$ cat src/rtl/gate_mac.sv
// gate_mac: signed Q4.4 gated multiply-accumulate.
// Loads a Q4.4 bias into a Q8.8 accumulator and accumulates VEC_LEN x*w
// products. The result is scaled back to Q4.4, saturated, and held on a
// valid/ready output.
// Optional feature macro: GATE_MAC_ROUND_EN selects round-half-up before
// the clamp. When it is undefined, the result is truncated (floor).
module gate_mac #(
   parameter int DATA_WIDTH = 8,
   parameter int VEC_LEN    = 16,
   parameter int ACC_WIDTH  = 24
) (
   input  logic                         clk,
   input  logic                         rst,
   input  logic                         start,
   input  logic signed [DATA_WIDTH-1:0] bias,
   input  logic                         in_valid,
   output logic                         in_ready,
   input  logic signed [DATA_WIDTH-1:0] x,
   input  logic signed [DATA_WIDTH-1:0] w,
   output logic                         out_valid,
   input  logic                         out_ready,
   output logic signed [DATA_WIDTH-1:0] out,
   output logic                         busy
);

   localparam int CNT_W  = $clog2(VEC_LEN + 1);
   localparam int PROD_W = 2 * DATA_WIDTH;
   localparam logic [CNT_W-1:0] LAST_CNT = CNT_W'(VEC_LEN);
   localparam logic signed [ACC_WIDTH:0] SAT_MAX = (ACC_WIDTH+1)'((1 <<< (DATA_WIDTH-1)) - 1);
   localparam logic signed [ACC_WIDTH:0] SAT_MIN = -SAT_MAX - (ACC_WIDTH+1)'(1);

   typedef enum logic [1:0] {IDLE, ACCUM, SAT, OUT} state_t;

   state_t                       state_q, state_d;
   logic signed [ACC_WIDTH-1:0]  acc_q, acc_d;
   logic [CNT_W-1:0]             count_q, count_d;
   logic signed [PROD_W-1:0]     prod_p0_q, prod_p0_d;
   logic                         vld_p0_q, vld_p0_d;
   logic signed [DATA_WIDTH-1:0] out_q, out_d;
   logic                         out_valid_q, out_valid_d;
   logic                         xfer;

   // Q8.8 -> Q4.4 scaling: floor by default, round half up when enabled.
   // The extra bit keeps the rounding add from wrapping.
   function automatic logic signed [ACC_WIDTH:0] scale_q44(input logic signed [ACC_WIDTH-1:0] a);
      logic signed [ACC_WIDTH:0] ext;
      ext = {a[ACC_WIDTH-1], a};
`ifdef GATE_MAC_ROUND_EN
      return (ext + (ACC_WIDTH+1)'(8)) >>> 4;
`else
      return ext >>> 4;
`endif
   endfunction

   // Clamp a scaled value into the signed DATA_WIDTH range.
   function automatic logic signed [DATA_WIDTH-1:0] sat_q44(input logic signed [ACC_WIDTH:0] r);
      logic signed [ACC_WIDTH:0] c;
      c = r;
      if (r > SAT_MAX) c = SAT_MAX;
      if (r < SAT_MIN) c = SAT_MIN;
      return c[DATA_WIDTH-1:0];
   endfunction

   assign in_ready  = (state_q == ACCUM) && (count_q < LAST_CNT);
   assign xfer      = in_valid && in_ready;
   assign busy      = (state_q != IDLE);
   assign out       = out_q;
   assign out_valid = out_valid_q;

   // Next-state logic.
   // Products are registered one stage before the accumulator; the move to
   // SAT waits for the last product to land, giving two cycles from the
   // final transfer to out_valid.
   always_comb begin
      state_d     = state_q;
      acc_d       = acc_q;
      count_d     = count_q;
      prod_p0_d   = prod_p0_q;
      vld_p0_d    = 1'b0;
      out_d       = out_q;
      out_valid_d = out_valid_q;
      if (vld_p0_q) acc_d = acc_q + ACC_WIDTH'(prod_p0_q);
      case (state_q)
         IDLE: begin
            if (start) begin
               acc_d   = ACC_WIDTH'(bias) <<< 4;
               count_d = '0;
               state_d = ACCUM;
            end
         end
         ACCUM: begin
            if (xfer) begin
               prod_p0_d = x * w;
               vld_p0_d  = 1'b1;
               count_d   = count_q + CNT_W'(1);
            end
            if ((count_q == LAST_CNT) && vld_p0_q) state_d = SAT;
         end
         SAT: begin
            out_d       = sat_q44(scale_q44(acc_q));
            out_valid_d = 1'b1;
            state_d     = OUT;
         end
         OUT: begin
            if (out_ready) begin
               out_valid_d = 1'b0;
               state_d     = IDLE;
            end
         end
         default: state_d = IDLE;
      endcase
   end

   // State, accumulator and output registers with synchronous reset.
   always_ff @(posedge clk) begin
      if (rst) begin
         state_q     <= IDLE;
         acc_q       <= '0;
         count_q     <= '0;
         vld_p0_q    <= 1'b0;
         out_q       <= '0;
         out_valid_q <= 1'b0;
      end else begin
         state_q     <= state_d;
         acc_q       <= acc_d;
         count_q     <= count_d;
         vld_p0_q    <= vld_p0_d;
         out_q       <= out_d;
         out_valid_q <= out_valid_d;
      end
   end

   // ---- stage p0: product register (qualified by vld_p0_q) ----
   always_ff @(posedge clk) begin
      prod_p0_q <= prod_p0_d;
   end

endmodule

$ cat config.mk
export PLATFORM = sky130hd
export DESIGN_NAME = gate_mac
export DESIGN_NICKNAME = d
export VERILOG_FILES = /design/src/rtl/gate_mac.sv
export SDC_FILE = /design/constraint.sdc
export NUM_CORES = 1
export LEC_CHECK = 0
export CORE_MARGIN = 5
export CORE_UTILIZATION = 60
export DETAILED_ROUTE_END_ITERATION = 10
export GPL_TIMING_DRIVEN = 0
export PLACE_DENSITY_LB_ADDON = 0.05
export SYNTH_ARGS = -nofsm -noshare
export SYNTH_HDL_FRONTEND = slang
export SYNTH_SLANG_ARGS = --single-unit
export TNS_END_PERCENT = 10
$ cat constraint.sdc
create_clock -name clk -period 10.45 [get_ports clk]
set_input_delay 2.09 -clock clk [delete_from_list [all_inputs] [get_ports clk]]
set_output_delay 2.09 -clock clk [all_outputs]
set_load 0.02 [all_outputs]
==> flow_summary_export.csv <==
group,metric,value,unit
placement,place_inst,807,
clocking,cts.reportedPaths.clkPinSlew,0.07,ns
setup_path,critical_path_class,"in -> reg",
floorplanning,dieArea,0.0116,mm^2
sta,hold_violations,0,
setup_path,critPathLaunchType,"primary input",
drt,wirelength,11500,um
sta,rsz0062_at_grt,"no",
cells_and_area,n_fill_cell,813,
clocking,cts_tree,"done",
grt,antenna_found_initial,0,
synth,synth_area_leaders,"fa_1, dfxtp_1, ha_1",
sta,period_needed,6.84,ns
setup_path,worst-path-buf-inv,5,
synth,synth_edf_count,16,
grt,grt_max_degree,17,
clocking,htreeDepth,3,
drt,drc,0,
synth,synth.top_cell.area_share,19.6,%
floorplanning,start_util,61.7,%
floorplanning,die_width,108,um
setup_path,cp_cell_sequence,"clkdlybuf4s50_1, clkinv_1, fa_1, inv_1, fa_1, inv_1, fa_1, fa_1, inv_1, ha_1, o21ai_0, a21boi_1, o21ai_0, a21boi_0, o21ai_0, a21boi_1, nor4_1, a311o_1",
setup_path,cp_max_fo,8,
grt,grt_pass1_vias,4664,
setup_path,end_kind,"register",
cells_and_area,nets,833,
floorplanning,ios,40,
clocking,hold_buffers,0,
synth,seq_area_frac_synth,22.7,%
sta,achievable-frequency,0.146,GHz
cells_and_area,drive_gt1_share,4.18,%
synth,yosysWarningCount,0,
synth,synthFlopType,"dfxtp_1",
floorplanning,rows,35,
synth,async_flop_share,0,%
clocking,clk_latency,0.35,ns
power,powerDensity,257,mW/mm^2
synth,syn_area,0.00573,mm^2
sta,fin_skew,0.0112,ns
synth,ys_seq_elements,57,
hold_path,hold_path_class,"reg -> reg",
setup_path,critPathMaxStageDelay,0.60,ns
clocking,cts-buffers-inserted,9,
synth,syn_inst,640,
clocking,cts_root_buf,"clkbuf_8",
sta,tns,0,ns
drt,drtPass1Iterations,5,
setup_path,critical_path.top_delay_family,"adder cells",
clocking,postCtsSetupBuffers,0,
clocking,cts_buffer_depth,2,
run,maxCapViolCount,0,
drt,detail-route-antenna-nets,0,
sta,drv_slew,0,
drt,drt_iter0_markers,165,
sta,setup_violations,0,
outcome,status,"completed",
setup_path,required,10.55,ns
setup_path,worst_path_most_repeated_cell,"fa_1",
cells_and_area,finish.instance_area,0.00644,mm^2
power,p_leak,0.00280,uW
synth,synthXorXnorAreaFrac,5.35,%
cells_and_area,multi_input_area,0.00402,mm^2
synth,synth-compound-area-share,14.7,%
power,vdd_ir_drop_max,0.0991,mV
drt,wl_per_cell,14.0,um
synth,yosysMostFrequentCell,"inv_1",
synth,synth_fa_ha_area_share,32.5,%
synth,syn_area_per_cell,8.95,um^2
cells_and_area,stdcell_count,823,
placement,dpl-instance-area,0.00627,mm^2
placement,hpwlAfterDp,9420,um
grt,track_usage,22.1,%
cells_and_area,num_antenna_cells,0,
cells_and_area,regArea,0.00130,mm^2
drt,avgViaCountPerCell,5.42,
grt,grt_pass1_wl,20900,um
synth,synth_top_family_by_area,"adder cells",
placement,port_buffers,38,
sta,finalCritPeriodShare,65.5,%
floorplanning,core,0.00928,mm^2
synth,muxShareOfSynthArea,1.57,%
grt,grt_overflow,0,
setup_path,worst_ep_arrival_time,6.94,ns
synth,yosys-top-cells-count,"inv_1, ha_1, fa_1",
synth,ys_types,58,
synth,synth_nets,784,
cells_and_area,fin_util,69.4,%
drt,vias,4458,
synth,synth_area_leader_cell,"fa_1",
floorplanning,die_h,108,um
synth,yosys.area_share.simple,16.1,%
sta,worst_slew_pin_slew,0.680,ns
placement,gp_congestion,0.918,
cells_and_area,syn_to_final_growth,12.4,%
clocking,post_cts_resized,0,
clocking,cts_sinks,57,
sta,slew_headroom,54.7,%
setup_path,cp_slowest_cell,"fa_1",
==> flip-flops by register name (all words and copies together) (netlist names) <==
| register | flops |
|---|---|
| count_q | 5 |
| out_valid | 1 |
| acc_q | 24 |
| prod_p0_q | 16 |
| out | 8 |
| state_q | 2 |
| vld_p0_q | 1 |
==> per-stage QoR <==
stage / hold slack [ns] / worst slack, ns / total power (uW)
floorplan: 0.463 / 4.20 / 1240
global placement: 0.455 / 3.35 / 1430
detailed placement: 0.458 / 3.24 / 1480
CTS: 0.469 / 3.62 / 1660
global route: 0.488 / 3.32 / 1840
finish: 0.467 / 3.61 / 1660
==> worst min-delay path: stages, from the launching register on <==
cell	delay, ns
dfxtp_1	0.31
nand2b_1	0.06
a21oi_1	0.05
==> area by class of cell <==
type                            count  area share [%]
Multi-Input combinational cell    474            62.3
Clock buffer                        9            1.92
Clock inverter                      7           0.719
Tap cell                          129            2.51
Inverter                           95            5.54
Buffer                             14           0.855
Sequential cell                    57            20.2
Timing Repair Buffer               38            5.91
==> final timing paths <==
check | from | to | slack [ns] | depth (start not counted)
worst min-delay path | out[0] | out[0] | 0.47 | 2
worst max-delay path | w[7] | prod_p0_q[14] | 3.61 | 18
worst max register to register | prod_p0_q[0] | acc_q[20] | 7.45 | 11
worst min register to register | out[0] | out[0] | 0.47 | 2
==> cell usage in the layout, fill, tap and decap left out, drive strengths merged, types with 5 or more instances in the layout <==
master and count:
nor2b 5, o21ai 25, dfxtp 41, o21bai 7
nand2b 9, edfxtp 16, xor2 8, nand4 6
a211oi 11, and2 43, xnor2 27, ha 59
nand2 45, inv 94, clkdlybuf4s50 38, a21o 5
nor2 45, fa 56, clkbuf 19, nand3 10
clkinv 7, nor3 8, a21boi 5, a21oi 53
mux2i 9
==> power breakdown <==
| part | switching, uW | internal (uW) |
|---|---|---|
| clock | 94.4 | 85.3 |
| sequential | 56.6 | 327 |
| combinational | 606 | 489 |
==> metal layers <==
layer	global-route usage (%)	up-vias	wire [um]
li1	-	2236	-
met1	27.2	2113	5150
met2	39.3	90	5730
met3	3.06	19	380
met4	7.84	0	221
met5	0	-	0
==> kinds of logic after synthesis <==
| group | after synthesis |
|---|---|
| xor+xnor | 35 |
| compound gates | 131 |
| buf+inv | 109 |
| flops | 57 |
| simple gates | 184 |
| mux | 9 |
| fa+ha+maj | 115 |
(Power assumes the default switching activity.)
